$ cat config.mk
export PLATFORM = sky130hd
export DESIGN_NAME = pe_dot_sequencer_flat
export DESIGN_NICKNAME = d
export VERILOG_FILES = /design/src/rtl/pe_dot_sequencer_if.sv /design/src/rtl/pe_dot_sequencer.sv /design/src/flat_wrapper.sv
export SDC_FILE = /design/constraint.sdc
export NUM_CORES = 1
export LEC_CHECK = 0
export BUFFER_PORTS_ARGS = -buffer_cell sky130_fd_sc_hd__buf_4
export CAP_MARGIN = 5
export CORE_MARGIN = 2
export CORE_UTILIZATION = 50
export DETAILED_ROUTE_END_ITERATION = 16
export PLACE_DENSITY = 0.85
export SYNTH_ARGS = -nofsm -noshare
export SYNTH_HDL_FRONTEND = slang
export SYNTH_SLANG_ARGS = --single-unit
$ cat constraint.sdc
create_clock -name i_clock -period 2.6 [get_ports i_clock]
set_input_delay 0.26 -clock i_clock [delete_from_list [all_inputs] [get_ports i_clock]]
set_output_delay 0.26 -clock i_clock [all_outputs]
set_load 0.02 [all_outputs]
$ cat src/rtl/pe_dot_sequencer_if.sv
// -----------------------------------------------------------------------------
// pe_dot_sequencer_if
//   Bundles the three streams around one PE dot-product sequencer:
//     operand stream  : s_valid / s_ready / s_activation / s_weight / s_last
//     PE drive        : pe_clear / pe_activation / pe_weight / pe_result
//     result stream   : res_valid / res_ready / res_data / res_count / res_trunc
//   master : the sequencer's view (drives s_ready, pe_*, res_*)
//   slave  : the environment's view (operand source, PE, result consumer)
// Parameters
//   BW       operand width; pe_result and res_data are 2*BW bits
//   MAX_LEN  max pairs per vector; sets the width of res_count
// -----------------------------------------------------------------------------
interface pe_dot_sequencer_if #(
  parameter int BW      = 8,
  parameter int MAX_LEN = 16
);
  localparam int DW = 2 * BW;
  localparam int CW = $clog2(MAX_LEN + 1);

  logic          s_valid;
  logic          s_ready;
  logic [BW-1:0] s_activation;
  logic [BW-1:0] s_weight;
  logic          s_last;

  logic          pe_clear;
  logic [BW-1:0] pe_activation;
  logic [BW-1:0] pe_weight;
  logic [DW-1:0] pe_result;

  logic          res_valid;
  logic          res_ready;
  logic [DW-1:0] res_data;
  logic [CW-1:0] res_count;
  logic          res_trunc;

  modport master (
    input  s_valid, s_activation, s_weight, s_last, pe_result, res_ready,
    output s_ready, pe_clear, pe_activation, pe_weight,
           res_valid, res_data, res_count, res_trunc
  );

  modport slave (
    output s_valid, s_activation, s_weight, s_last, pe_result, res_ready,
    input  s_ready, pe_clear, pe_activation, pe_weight,
           res_valid, res_data, res_count, res_trunc
  );
endinterface

$ cat src/rtl/pe_dot_sequencer.sv
// -----------------------------------------------------------------------------
// pe_dot_sequencer
//   Initiator side of one PE. Clears the PE accumulator, streams accepted
//   (activation, weight) pairs into it, waits out the PE latency after the
//   final pair and presents the captured dot product on a valid/ready port.
// Ports
//   i_clock  : clock, all logic on the rising edge
//   i_reset  : synchronous reset, active-low
//   bus      : pe_dot_sequencer_if.master (operand, PE and result streams)
// Parameters
//   BW, MAX_LEN must match the interface instance; PE_LATENCY >= 1 is the
//   number of edges from operands on pe_* until pe_result includes them.
// -----------------------------------------------------------------------------
module pe_dot_sequencer #(
  parameter int BW         = 8,
  parameter int MAX_LEN    = 16,
  parameter int PE_LATENCY = 1
) (
  input  logic                  i_clock,
  input  logic                  i_reset,
  pe_dot_sequencer_if.master    bus
);
  localparam int DW = 2 * BW;
  localparam int CW = $clog2(MAX_LEN + 1);
  localparam int LW = $clog2(PE_LATENCY + 1);

  typedef enum logic [1:0] {CLEAR, STREAM, DRAIN, HOLD} state_e;

  state_e        state_q, state_d;
  logic          s_ready_q, s_ready_d;
  logic          pe_clear_q, pe_clear_d;
  logic [BW-1:0] pe_act_q, pe_act_d;
  logic [BW-1:0] pe_wgt_q, pe_wgt_d;
  logic [CW-1:0] beat_cnt_q, beat_cnt_d;
  logic          trunc_q, trunc_d;
  logic [LW-1:0] drain_cnt_q, drain_cnt_d;
  logic          res_valid_q, res_valid_d;
  logic [DW-1:0] res_data_q, res_data_d;
  logic [CW-1:0] res_count_q, res_count_d;
  logic          res_trunc_q, res_trunc_d;

  logic          accept;
  logic [CW-1:0] beat_next;

  assign accept    = bus.s_valid & s_ready_q;
  assign beat_next = beat_cnt_q + 1'b1;

  // NOTE: every variable gets a default before the case so no path leaves one
  // unassigned; otherwise synthesis infers a latch.
  always_comb begin
    state_d     = state_q;
    s_ready_d   = s_ready_q;
    pe_clear_d  = 1'b0;
    pe_act_d    = '0;  // PE sums zeros whenever no beat is being delivered
    pe_wgt_d    = '0;
    beat_cnt_d  = beat_cnt_q;
    trunc_d     = trunc_q;
    drain_cnt_d = drain_cnt_q;
    res_valid_d = res_valid_q;
    res_data_d  = res_data_q;
    res_count_d = res_count_q;
    res_trunc_d = res_trunc_q;

    case (state_q)
      // Reset lands here with pe_clear low, so the first edge out of reset
      // raises the clear pulse; the edge that sees it high moves on. This
      // makes the visible clear exactly one cycle both after reset and after
      // a result handshake (which raises pe_clear on its way in).
      CLEAR: begin
        beat_cnt_d  = '0;
        trunc_d     = 1'b0;
        drain_cnt_d = '0;
        if (!pe_clear_q) begin
          pe_clear_d = 1'b1;
        end else begin
          s_ready_d = 1'b1;
          state_d   = STREAM;
        end
      end

      STREAM: begin
        if (accept) begin
          pe_act_d   = bus.s_activation;
          pe_wgt_d   = bus.s_weight;
          beat_cnt_d = beat_next;
          if (bus.s_last || beat_next == CW'(MAX_LEN)) begin
            s_ready_d = 1'b0;
            trunc_d   = !bus.s_last;
            state_d   = DRAIN;
          end
        end
      end

      // The last beat sits on pe_* after the accepting edge; pe_result holds
      // it PE_LATENCY edges later, and it is sampled on the edge after that.
      DRAIN: begin
        if (drain_cnt_q == LW'(PE_LATENCY)) begin
          res_valid_d = 1'b1;
          res_data_d  = bus.pe_result;
          res_count_d = beat_cnt_q;
          res_trunc_d = trunc_q;
          state_d     = HOLD;
        end else begin
          drain_cnt_d = drain_cnt_q + 1'b1;
        end
      end

      HOLD: begin
        if (res_valid_q && bus.res_ready) begin
          res_valid_d = 1'b0;
          pe_clear_d  = 1'b1;
          state_d     = CLEAR;
        end
      end

      default: state_d = CLEAR;
    endcase
  end

  // NOTE: reset is sampled on the clock edge only (synchronous, active-low),
  // and all state is updated with non-blocking assignments so every register
  // sees the pre-edge values of the others.
  always_ff @(posedge i_clock) begin
    if (!i_reset) begin
      state_q     <= CLEAR;
      s_ready_q   <= 1'b0;
      pe_clear_q  <= 1'b0;
      pe_act_q    <= '0;
      pe_wgt_q    <= '0;
      beat_cnt_q  <= '0;
      trunc_q     <= 1'b0;
      drain_cnt_q <= '0;
      res_valid_q <= 1'b0;
      res_data_q  <= '0;
      res_count_q <= '0;
      res_trunc_q <= 1'b0;
    end else begin
      state_q     <= state_d;
      s_ready_q   <= s_ready_d;
      pe_clear_q  <= pe_clear_d;
      pe_act_q    <= pe_act_d;
      pe_wgt_q    <= pe_wgt_d;
      beat_cnt_q  <= beat_cnt_d;
      trunc_q     <= trunc_d;
      drain_cnt_q <= drain_cnt_d;
      res_valid_q <= res_valid_d;
      res_data_q  <= res_data_d;
      res_count_q <= res_count_d;
      res_trunc_q <= res_trunc_d;
    end
  end

  assign bus.s_ready       = s_ready_q;
  assign bus.pe_clear      = pe_clear_q;
  assign bus.pe_activation = pe_act_q;
  assign bus.pe_weight     = pe_wgt_q;
  assign bus.res_valid     = res_valid_q;
  assign bus.res_data      = res_data_q;
  assign bus.res_count     = res_count_q;
  assign bus.res_trunc     = res_trunc_q;
endmodule
$ cat src/flat_wrapper.sv
// flat-port wrapper written by rule: the top's interface ports become plain ports
module pe_dot_sequencer_flat 
#(
  parameter int BW         = 8,
  parameter int MAX_LEN    = 16,
  parameter int PE_LATENCY = 1
)
  (i_clock, i_reset, bus_s_valid, bus_s_activation, bus_s_weight, bus_s_last, bus_pe_result, bus_res_ready, bus_s_ready, bus_pe_clear, bus_pe_activation, bus_pe_weight, bus_res_valid, bus_res_data, bus_res_count, bus_res_trunc);
  pe_dot_sequencer_if #(.BW(BW), .MAX_LEN(MAX_LEN)) bus_i ();
  input  logic i_clock;
  input  logic i_reset;
  input wire logic [$bits(bus_i.s_valid)-1:0] bus_s_valid;
  input wire logic [$bits(bus_i.s_activation)-1:0] bus_s_activation;
  input wire logic [$bits(bus_i.s_weight)-1:0] bus_s_weight;
  input wire logic [$bits(bus_i.s_last)-1:0] bus_s_last;
  input wire logic [$bits(bus_i.pe_result)-1:0] bus_pe_result;
  input wire logic [$bits(bus_i.res_ready)-1:0] bus_res_ready;
  output wire logic [$bits(bus_i.s_ready)-1:0] bus_s_ready;
  output wire logic [$bits(bus_i.pe_clear)-1:0] bus_pe_clear;
  output wire logic [$bits(bus_i.pe_activation)-1:0] bus_pe_activation;
  output wire logic [$bits(bus_i.pe_weight)-1:0] bus_pe_weight;
  output wire logic [$bits(bus_i.res_valid)-1:0] bus_res_valid;
  output wire logic [$bits(bus_i.res_data)-1:0] bus_res_data;
  output wire logic [$bits(bus_i.res_count)-1:0] bus_res_count;
  output wire logic [$bits(bus_i.res_trunc)-1:0] bus_res_trunc;
  assign bus_i.s_valid = bus_s_valid;
  assign bus_i.s_activation = bus_s_activation;
  assign bus_i.s_weight = bus_s_weight;
  assign bus_i.s_last = bus_s_last;
  assign bus_i.pe_result = bus_pe_result;
  assign bus_i.res_ready = bus_res_ready;
  assign bus_s_ready = bus_i.s_ready;
  assign bus_pe_clear = bus_i.pe_clear;
  assign bus_pe_activation = bus_i.pe_activation;
  assign bus_pe_weight = bus_i.pe_weight;
  assign bus_res_valid = bus_i.res_valid;
  assign bus_res_data = bus_i.res_data;
  assign bus_res_count = bus_i.res_count;
  assign bus_res_trunc = bus_i.res_trunc;
  pe_dot_sequencer #(.BW(BW), .MAX_LEN(MAX_LEN), .PE_LATENCY(PE_LATENCY)) u_core (.i_clock(i_clock), .i_reset(i_reset), .bus(bus_i));
endmodule
==> results of run 1 <==
worst max-delay path: stages, from the launching register on:
cell	delay, ps
dfxtp_1	340
inv_1	90
ha_1	260
and2_0	870
nand2_1	140
a21boi_0	190
registers in the layout, summed over array words and instances, names as in the netlist:
register	flops
u_core.beat_cnt_q	5
u_core.bus.pe_activation	8
u_core.bus.pe_clear	1
u_core.bus.pe_weight	8
u_core.bus.res_count	5
u_core.bus.res_data	16
u_core.bus.res_trunc	1
u_core.bus.res_valid	1
u_core.bus.s_ready	1
u_core.drain_cnt_q	1
u_core.state_q	2
u_core.trunc_q	1
routing by layer:
| metal | track usage | wire [um] | up-vias |
|---|---|---|---|
| met5 | 0 | 0 | - |
| met4 | 0.0573 | 32 | 0 |
| met3 | 0.0668 | 214 | 4 |
| met2 | 0.360 | 2080 | 41 |
| met1 | 0.222 | 1720 | 745 |
| li1 | - | - | 853 |
Yosys cell counts (all sizes together):
library cell	n
a21oi	8
a31oi	1
o211a	1
nand3b	1
a211oi	1
nand4b	1
a22o	1
clkbuf	8
nor2b	5
buf	3
o21ai	5
nand2	55
or3	1
nand3	3
mux2i	2
a22oi	1
nor3	1
and4b	1
inv	3
o21a	1
nor2	6
o22ai	1
nor3b	1
ha	5
a21boi	24
and3	17
o211ai	1
dfxtp	50
and2	1
a221o	1
metrics by stage:
| stage | cell area [sq um] | hold slack [ps] |
|---|---|---|
| 2_1_floorplan | 1890 | 401 |
| 3_3_place_gp | 2490 | 450 |
| 3_5_place_dp | 2490 | 459 |
| 4_1_cts | 2600 | 177 |
| 5_1_grt | 2600 | 173 |
| 6_report | 2600 | 181 |
area by class of cell:
class,count,area [sq um]
inverters,3,11.3
repair buffers,77,578
clock buffers,5,68.8
well taps,48,60.1
flip-flops and latches,50,1000
clock inverters,3,45.0
fillers,307,1060
multi-input cells,146,837
path summary, 6_finish.rpt:
path                           start                      end  slack [ps]  cells after the start
min reg2reg  u_core.bus.res_data[11]  u_core.bus.res_data[11]         470                      2
min                  bus_s_weight[6]  u_core.bus.pe_weight[6]         180                      2
max reg2reg        u_core.state_q[0]  u_core.bus.res_data[15]         630                      5
max                u_core.state_q[0]  u_core.bus.res_data[15]         630                      5
logic make-up after synthesis:
| logic type | after synthesis | share of synthesized area |
|---|---|---|
| adders and majority gates | 5 | 0.0330 |
| muxes | 2 | 0.0106 |
| AOI/OAI and AO/OA | 46 | 0.170 |
| and+or+nand+nor | 93 | 0.229 |
| buffers and inverters | 14 | 0.0297 |
| DFF | 50 | 0.528 |
placed cells by master, fill, tap and decap left out, types with 2 or more instances in the layout:
cell / instances
o21ai_0: 4
nor2b_1: 5
mux2i_1: 2
nand2_1: 55
ha_1: 5
and3_1: 17
dfxtp_1: 50
buf_4: 77
nor2_1: 6
a21boi_0: 24
a21oi_1: 8
inv_1: 2
clkbuf_8: 5
nand3_1: 3
clkinvlp_4: 2
report_power, final:
group          total, mW  internal, mW  switching, mW
combinational      0.349         0.164          0.185
sequential         0.827         0.799         0.0281
clock              0.541         0.286          0.255
==> summary.md, run 1 <==
| Metric | Value |
|---|---|
| Status | `complete, no violations` |
| Clk_lat worst skew | `300 ps` |
| Core area | `3660 sq um` |
| Crit path kind | `register to register` |
| CTS tree | `yes` |
| Area added between synthesis and finish | `37.3%` |
| Clock slew at reported path FFs | `90 ps` |
| LEAKAGE | `between 1 and 1.5 nW` |
| Setup slack after layout | `629 ps` |
| Crit path time final | `1970 ps` |
| Total CTS buffers | `5` |
| Sequential area share after synthesis | `0.528` |
| Deepest clock path buffer count | `2` |
| Htree depth | `2` |
| Number of global-route vias before repair | `1511` |
| Placed insts | `around 320` |
| I/O Buffers | `77` |
| Non-Filler Instances | `332` |
| Die Y | `around 66 um` |
| Final layout net count | `325` |
| PwrDens | `660 nW/um^2` |
| F_max | `507 MHz` |
| Number of DRC markers in iteration 0 | `74` |
| Root Driver | `clkbuf_8` |
| Vias | `approximately 1600` |
| Syn. warnings | `0` |
| Sink Count | `50` |
| VDD IR max | `0.000495 V` |
| Pin count of the biggest net entering global routing | `54` |
| # DRC | `0` |
| Total Power | `between 1.5 and 2 mW` |
| Final ANT Viol Nets | `0` |
| Synth top area cells | `dfxtp_1 53%, nand2_1 11%, a21boi_0 9.5%` |
| Final hold viol count | `0` |
| Slew Limit Headroom | `0.284` |
| Post-Place Worst Slack | `627 ps` |
| Critical path arrival | `2200 ps` |
| Diodes inserted | `0` |
| Overflow after GRT | `0` |
| Mean Syn Cell Area | `9.02 sq um` |
| RSZ-0062 raised after global routing | `no` |
| Crit Path Max Fanout | `22` |
| CP Launch Type | `register` |
| Top cell type by total area after synthesis | `dfxtp_1` |
| Worst Tran Pin Value | `1070 ps` |
| Netlist cell types | `32` |
| Post-Route WL | `4040 um` |
| Total of max-cap violations | `0` |
| Hpwl dp | `2820 um` |
| Syn Inst Count | `210` |
| Cts hold-fix bufs | `0` |
| Hold crit path type | `primary input to register` |
| Vias per inst | `4.95` |
| Chip Width | `65.6 um` |
| FF+latch count, synth | `50` |
| Post-CTS Repair Setup Buffers | `0` |
| Initial antenna violation count | `0` |
| Crit. End Element | `register` |
| First-pass DRT Iterations | `4` |
| GRT Util Overall | `0.200` |
| Synthesized cell area | `1890 sq um` |
| Starting Density | `0.517` |
| Max-slew violations | `0` |
| Final Wtd Congestion | `between 0.7 and 0.8` |
| Rows | `22` |
| WP data required | `about 2800 ps` |
| Die area | `about 4300 sq um` |
| Layout cells sized above 1 | `0.306` |
| IO Pins | `between 70 and 80` |
| Finish-stage setup viols | `0` |
| Share of the synthesized area in the top cell type | `0.528` |
| Syn nets | `252` |
| Post-CTS sizing | `0` |
| Post-layout util | `0.711` |
| WL/cell | `between 10 and 15 um` |
| Setup TNS | `0 ps` |
| First-pass GRT wire length | `6650 um` |
| Tcrit/Tclk final | `0.758` |
| Skew final | `4.97 ps` |
No activity file was read; power rests on OpenSTA's default activity.
==> run 2: changes to the inputs <==
--- a/config.mk
+++ b/config.mk
@@ -8,9 +8,9 @@
 export BUFFER_PORTS_ARGS = -buffer_cell sky130_fd_sc_hd__buf_4
 export CAP_MARGIN = 5
 export CORE_MARGIN = 2
-export CORE_UTILIZATION = 50
+export CORE_UTILIZATION = 42
 export DETAILED_ROUTE_END_ITERATION = 16
-export PLACE_DENSITY = 0.85
+export PLACE_DENSITY = 0.76
 export SYNTH_ARGS = -nofsm -noshare
 export SYNTH_HDL_FRONTEND = slang
 export SYNTH_SLANG_ARGS = --single-unit
==> constraint.sdc (replaced) <==
create_clock -name i_clock -period 1.6 [get_ports i_clock]
set_input_delay 0.16 -clock i_clock [delete_from_list [all_inputs] [get_ports i_clock]]
set_output_delay 0.16 -clock i_clock [all_outputs]
set_load 0.02 [all_outputs]
==> run 2 against run 1 <==
Clock-buffer cell count increased by 2. Final area rose by 6.5%. Sequential share of layout area down 2.3 points. Routed wire length grew 6.7%. First-iteration DRC count is 4.1% lower. Flip-flop and latch count is the same. Clock power rose by 58%. Combinational power up 130%.
==> summary.md, run 2 (synthesis gave the netlist of run 1 again) <==
| Metric | Value |
|---|---|
| Deepest clock path buffer count | `2` |
| Reg2Reg Setup Slack | `a little over 40 ps` |
| Rows | `24` |
| Met3 Use GR | `0.0556` |
| CP Launch Type | `register` |
| GRT met1 Usage | `0.195` |
| Total CTS buffers | `5` |
| Crit path kind | `register to register` |
| Tcrit/Tclk final | `0.974` |
| Overflow after GRT | `0` |
| Hold crit path type | `primary input to register` |
| Diodes inserted | `0` |
| Most frequent cells in the layout | `90 x buf_4, 55 x nand2_1, 48 x dfxtp_1` |
| Critical path arrival | `1780 ps` |
| Setup slack after layout | `41.1 ps` |
| Final hold viol count | `0` |
| Post-Route WL | `4310 um` |
| Filler cell count | `roughly 390` |
| Worst R2R End | `u_core.state_q[0]` |
| First-pass GRT wire length | `around 6900 um` |
| Delay-heaviest family, CP | `compound AO/OA/AOI/OAI gates` |
| GR Util met2 | `0.294` |
| Vias per inst | `5.03` |
| PwrDens | `1090 nW/um^2` |
| Crit Path Max Fanout | `3` |
| Max-slew violations | `0` |
| Clk_lat worst skew | `300 ps` |
| Starting Density | `0.435` |
| Busiest metal layer after global routing | `met2` |
| GRT Util Overall | `0.168` |
| # DRC | `0` |
| Core area | `between 4000 and 5000 sq um` |
| Skew final | `2.76 ps` |
| Slew Limit Headroom | `0.711` |
| Register-to-Register Path Depth | `6` |
| F_max | `641 MHz` |
| Crit path time final | `1560 ps` |
| Final layout net count | `around 340` |
| Setup TNS | `0 ps` |
| Worst Hold Depth | `2` |
| Area added between synthesis and finish | `46.3%` |
| Cell Area, Placed | `between 2000 and 3000 sq um` |
| Layout cells sized above 1 | `0.366` |
| Final ANT Viol Nets | `0` |
| Crit-path cells | `inv_2 > ha_4 > nor2b_4 > a221o_1 > a211oi_4 > mux2i_1` |
| Final Wtd Congestion | `around 0.74` |
| LEAKAGE | `roughly 1.2 nW` |
| VDD IR max | `a little under 0.0008 V` |
| IO Pins | `between 70 and 80` |
| Commonest non-fill, non-tap cell in the layout | `buf_4` |
| Number of global-route vias before repair | `1662` |
| End point of the worst hold path | `u_core.bus.pe_weight[4]` |
| Hold_sp | `bus_s_weight[4]` |
| Worst hold margin | `between 80 and 90 ps` |
| Cts hold-fix bufs | `0` |
| Hpwl dp | `2930 um` |
| I/O Buffers | `77` |
| CP max stage delay | `360 ps` |
| WP data required | `1820 ps` |
| Worst Tran Pin Value | `433 ps` |
| Chip Width | `71.2 um` |
| Design area | `roughly 2800 sq um` |
| Finish-stage setup viols | `0` |
| WL/cell | `12.3 um` |
| Pin count of the biggest net entering global routing | `between 50 and 60` |
| Status | `complete, no violations` |
| Sink Count | `50` |
| RSZ-0062 raised after global routing | `yes` |
| Vias | `1762` |
| First-pass DRT Iterations | `4` |
| Die area | `5060 sq um` |
| Root Driver | `clkbuf_8` |
| Worst path bufs/invs | `1` |
| Worst r2r src | `u_core.state_q[0]` |
| Initial antenna violation count | `0` |
| Max reg flops | `16` |
| Total Power | `3.02 mW` |
| Total of max-cap violations | `0` |
| Post-Place Worst Slack | `-60.7 ps` |
| Die Y | `71.2 um` |
| CTS tree | `yes` |
| Number of DRC markers in iteration 0 | `71` |
| Crit. End Element | `register` |
| Htree depth | `2` |
| Slowest cell on the critical path | `dfxtp_2` |
| Clock slew at reported path FFs | `80 ps` |
run 2: cell type report:
type | count | area [sq um] | share of cell area
clock buffers | 7 | 76.3 | 0.0275
inverters | 3 | 11.3 | 0.00406
well taps | 52 | 65.1 | 0.0235
clock inverters | 1 | 30.0 | 0.0108
multi-input cells | 146 | 890 | 0.321
flip-flops and latches | 50 | 1000 | 0.362
repair buffers | 91 | 696 | 0.251
run 2: worst max path at each step:
| stage | endpoint | depth (start not counted) | slack [ps] | start |
|---|---|---|---|---|
| global placement | u_core.state_q[1] | 6 | 10 | u_core.state_q[0] |
| global route | u_core.state_q[0] | 6 | -50 | u_core.state_q[0] |
| detailed placement | u_core.state_q[0] | 6 | -60 | u_core.state_q[0] |
| floorplan | u_core.state_q[0] | 6 | 4 | u_core.state_q[0] |
| CTS | u_core.state_q[0] | 6 | 20 | u_core.state_q[0] |
| finish | u_core.state_q[0] | 6 | 40 | u_core.state_q[0] |
run 2: report_power, final:
| part | total [mW] | internal [mW] | switching (mW) |
|---|---|---|---|
| Clock | 0.857 | 0.468 | 0.389 |
| Combinational | 0.807 | 0.430 | 0.377 |
| Sequential | 1.36 | 1.30 | 0.0543 |
run 2: timing repair:
item / in CTS / in global routing
gates cloned: 0 / 0
pin swaps: 1 / 4
setup buffers: 0 / 3
gates resized for setup: 4 / 11
setup endpoints to repair: 2 / 5
run 2: routing by layer:
metal,vias to the layer above,part of all wire
li1,884,-
met1,815,0.42
met2,55,0.50
met3,8,0.063
met4,0,0.013
met5,-,0
run 2: per-stage QoR:
stage               instances  utilization
floorplan                 210            -
global placement          339        0.594
detailed placement        339        0.594
CTS                       347        0.621
global route              350        0.636
finish                    350        0.636
==> run 3: changes to the inputs <==
--- a/config.mk
+++ b/config.mk
@@ -5,6 +5,7 @@
 export SDC_FILE = /design/constraint.sdc
 export NUM_CORES = 1
 export LEC_CHECK = 0
+export ABC_AREA = 1
 export BUFFER_PORTS_ARGS = -buffer_cell sky130_fd_sc_hd__buf_4
 export CAP_MARGIN = 5
 export CORE_MARGIN = 2
==> run 3 against run 2 <==
Setup slack better by 37 ps. Combinational power down 15%. Die area fell by 1.5%. Clock skew increased by 1.4 ps. Sequential power barely moved. Final area shrank 6.2%.
==> summary.md, run 3 <==
| Metric | Value |
|---|---|
| Top FF cell, synth | `dfxtp_1` |
| Pin count of the biggest net entering global routing | `31` |
| Overflow after GRT | `0` |
| GRT Util Overall | `0.160` |
| F_max | `657 MHz` |
| Rows | `24` |
| Hold_sp | `bus_s_activation[3]` |
| Die Y | `between 70 and 80 um` |
| Synthesized cell area | `1860 sq um` |
| Vias per inst | `roughly 4.5` |
| Total CTS buffers | `5` |
| Worst R2R End | `u_core.state_q[0]` |
| Vias | `1672` |
| Top cell type by total area after synthesis | `dfxtp_1` |
| RSZ-0062 raised after global routing | `no` |
| Setup TNS | `0 ps` |
| # DRC | `0` |
| Mean Syn Cell Area | `7.90 sq um` |
| Tcrit/Tclk final | `0.951` |
| Share of the synthesized area in the top cell type | `0.537` |
| Hpwl dp | `3000 um` |
| Diodes inserted | `0` |
| Placed insts | `360` |
| Crit Path Max Fanout | `4` |
| Clock slew at reported path FFs | `100 ps` |
| Final hold viol count | `0` |
| Chip Width | `70.6 um` |
| Core area | `4320 sq um` |
| Worst r2r src | `u_core.state_q[0]` |
| First-pass GRT wire length | `6320 um` |
| Count leader, synth | `nor2_1` |
| Final Wtd Congestion | `between 0.8 and 0.9` |
| Number of DRC markers in iteration 0 | `50` |
| Final ANT Viol Nets | `0` |
| PwrDens | `1090 nW/um^2` |
| Starting Density | `0.431` |
| Initial antenna violation count | `0` |
| Status | `complete, no violations` |
| Non-Filler Instances | `368` |
| Sink Count | `50` |
| Reg2Reg Setup Slack | `80 ps` |
| Crit. End Element | `register` |
| LEAKAGE | `roughly 1.3 nW` |
| Post-Route WL | `between 4000 and 5000 um` |
| Max reg flops | `16` |
| Netlist cell types | `25` |
| Crit path time final | `1520 ps` |
| Commonest non-fill, non-tap cell in the layout | `buf_4` |
| Hold crit path type | `primary input to register` |
| Total of max-cap violations | `0` |
| Finish-stage setup viols | `0` |
| CP Launch Type | `register` |
| Number of global-route vias before repair | `1449` |
| Worst Tran Pin Value | `about 300 ps` |
| Slew Limit Headroom | `0.802` |
| Sequential area share after synthesis | `0.537` |
| Final layout net count | `357` |
| Skew final | `4.14 ps` |
| I/O Buffers | `77` |
| First-pass DRT Iterations | `4` |
| Layout cells sized above 1 | `0.326` |
| Crit path kind | `register to register` |
| CTS tree | `yes` |
| Clk_lat worst skew | `310 ps` |
| Synth top area cells | `dfxtp_1 54%, nor2_1 12%, o21ai_0 6.4%` |
| IO Pins | `78` |
| VDD IR max | `around 0.001 V` |
| Syn Inst Count | `between 200 and 250` |
| Commonest cells post-synth | `59 x nor2_1, 50 x dfxtp_1, 30 x inv_1, 24 x o21ai_0, 22 x nand2_1` |
| Filler cell count | `approximately 410` |
| Worst hold margin | `approximately 58 ps` |
| Worst Hold Depth | `3` |
| Async SR Flop Fraction | `0` |
| EDFF count, synth | `0` |
| Area added between synthesis and finish | `39.4%` |
| Register-to-Register Path Depth | `9` |
| FF+latch count, synth | `50` |
| Max-slew violations | `0` |
| Most frequent cells in the layout | `80 x buf_4, 58 x nor2_1, 49 x dfxtp_1` |
| Critical path arrival | `1730 ps` |
| Deepest clock path buffer count | `2` |
| Syn. warnings | `0` |
| Post-CTS Repair Setup Buffers | `0` |
| Htree depth | `2` |
| Syn nets | `278` |
| WP data required | `1810 ps` |
| End point of the worst hold path | `u_core.bus.pe_activation[3]` |
| Root Driver | `clkbuf_8` |
| Die area | `4990 sq um` |
| WL/cell | `11.3 um` |
==> run 3: changes by cell type in the layout (fill, tap and decap cells not counted), moves of 17 or more <==
cell	before	now
nor2_1	5	58
nand2_1	55	22
inv_1	0	30
a21boi_0	24	0
o21ai_0	4	24
and3_1	17	0
==> run 3: metal layers <==
| layer | vias to the layer above | wire length [um] | GRT usage |
|---|---|---|---|
| met2 | 51 | 2090 | 0.281 |
| met1 | 732 | 1800 | 0.181 |
| li1 | 887 | - | - |
| met5 | - | 0 | 0 |
| met4 | 0 | 25 | 0.0650 |
| met3 | 2 | 252 | 0.0499 |
==> run 3: worst max path at each step <==
stage	startpoint	to	slack (ps)
after global placement	u_core.state_q[0]	u_core.state_q[0]	150
after detailed placement	u_core.state_q[1]	u_core.state_q[0]	90
after CTS	u_core.state_q[1]	u_core.state_q[0]	70
after floorplan	u_core.state_q[0]	u_core.state_q[0]	220
after global routing	u_core.state_q[0]	u_core.state_q[0]	9
final	u_core.state_q[0]	u_core.state_q[0]	80
==> run 3: power breakdown <==
part           leakage (nW)  internal, mW  switching (mW)
Sequential            0.404          1.32          0.0440
Combinational         0.807         0.286           0.403
Clock                0.0506         0.327           0.452
Total                  1.26          1.93           0.899
==> run 3: timing repair <==
item                       4_1_cts  5_1_grt
resized for setup                0        3
setup endpoints to repair        0        3
hold buffers                     0        0
==> run 3: layout make-up <==
type / instances / area (sq um) / share of cell area
sequential: 50 / 1000 / 0.386
tap: 52 / 65.1 / 0.0250
timing repair buffer: 80 / 601 / 0.231
clock inverter: 3 / 28.8 / 0.0111
clock buffer: 5 / 68.8 / 0.0265
multi-input combinational: 145 / 709 / 0.273
inverter: 33 / 124 / 0.0477
==> run 3: cells by family (layout without fill, tap and decap cells) <==
family                   Yosys count  after routing  share of synthesized area
AND/OR/NAND/NOR                   99             99                      0.229
adder cells (fa/ha/maj)            5              5                     0.0336
AO/OA/AOI/OAI                     41             41                      0.115
flip-flops                        50             50                      0.537
buffers and inverters             41            121                     0.0852
==> run 3: through the flow <==
step                      worst slack (ps)   util  power, mW  instance area [sq um]
after floorplan                        220      -       1.85                   1860
after global placement                 145  0.577       2.04                   2490
after detailed placement              88.5  0.577       2.06                   2490
after CTS                             71.0  0.600       2.85                   2590
after global routing                  9.19  0.601       2.98                   2600
final                                 77.9  0.601       2.83                   2600
==> run 3: worst max-delay path, cell delays in order, from the launching register on <==
cell     delay, ps
dfxtp_1        370
inv_1           90
ha_1           220
inv_1          100
or2_2          150
nand3_1         90
nor2_2         130
nand2_2         80
nor3_1         140
nor2_1          60
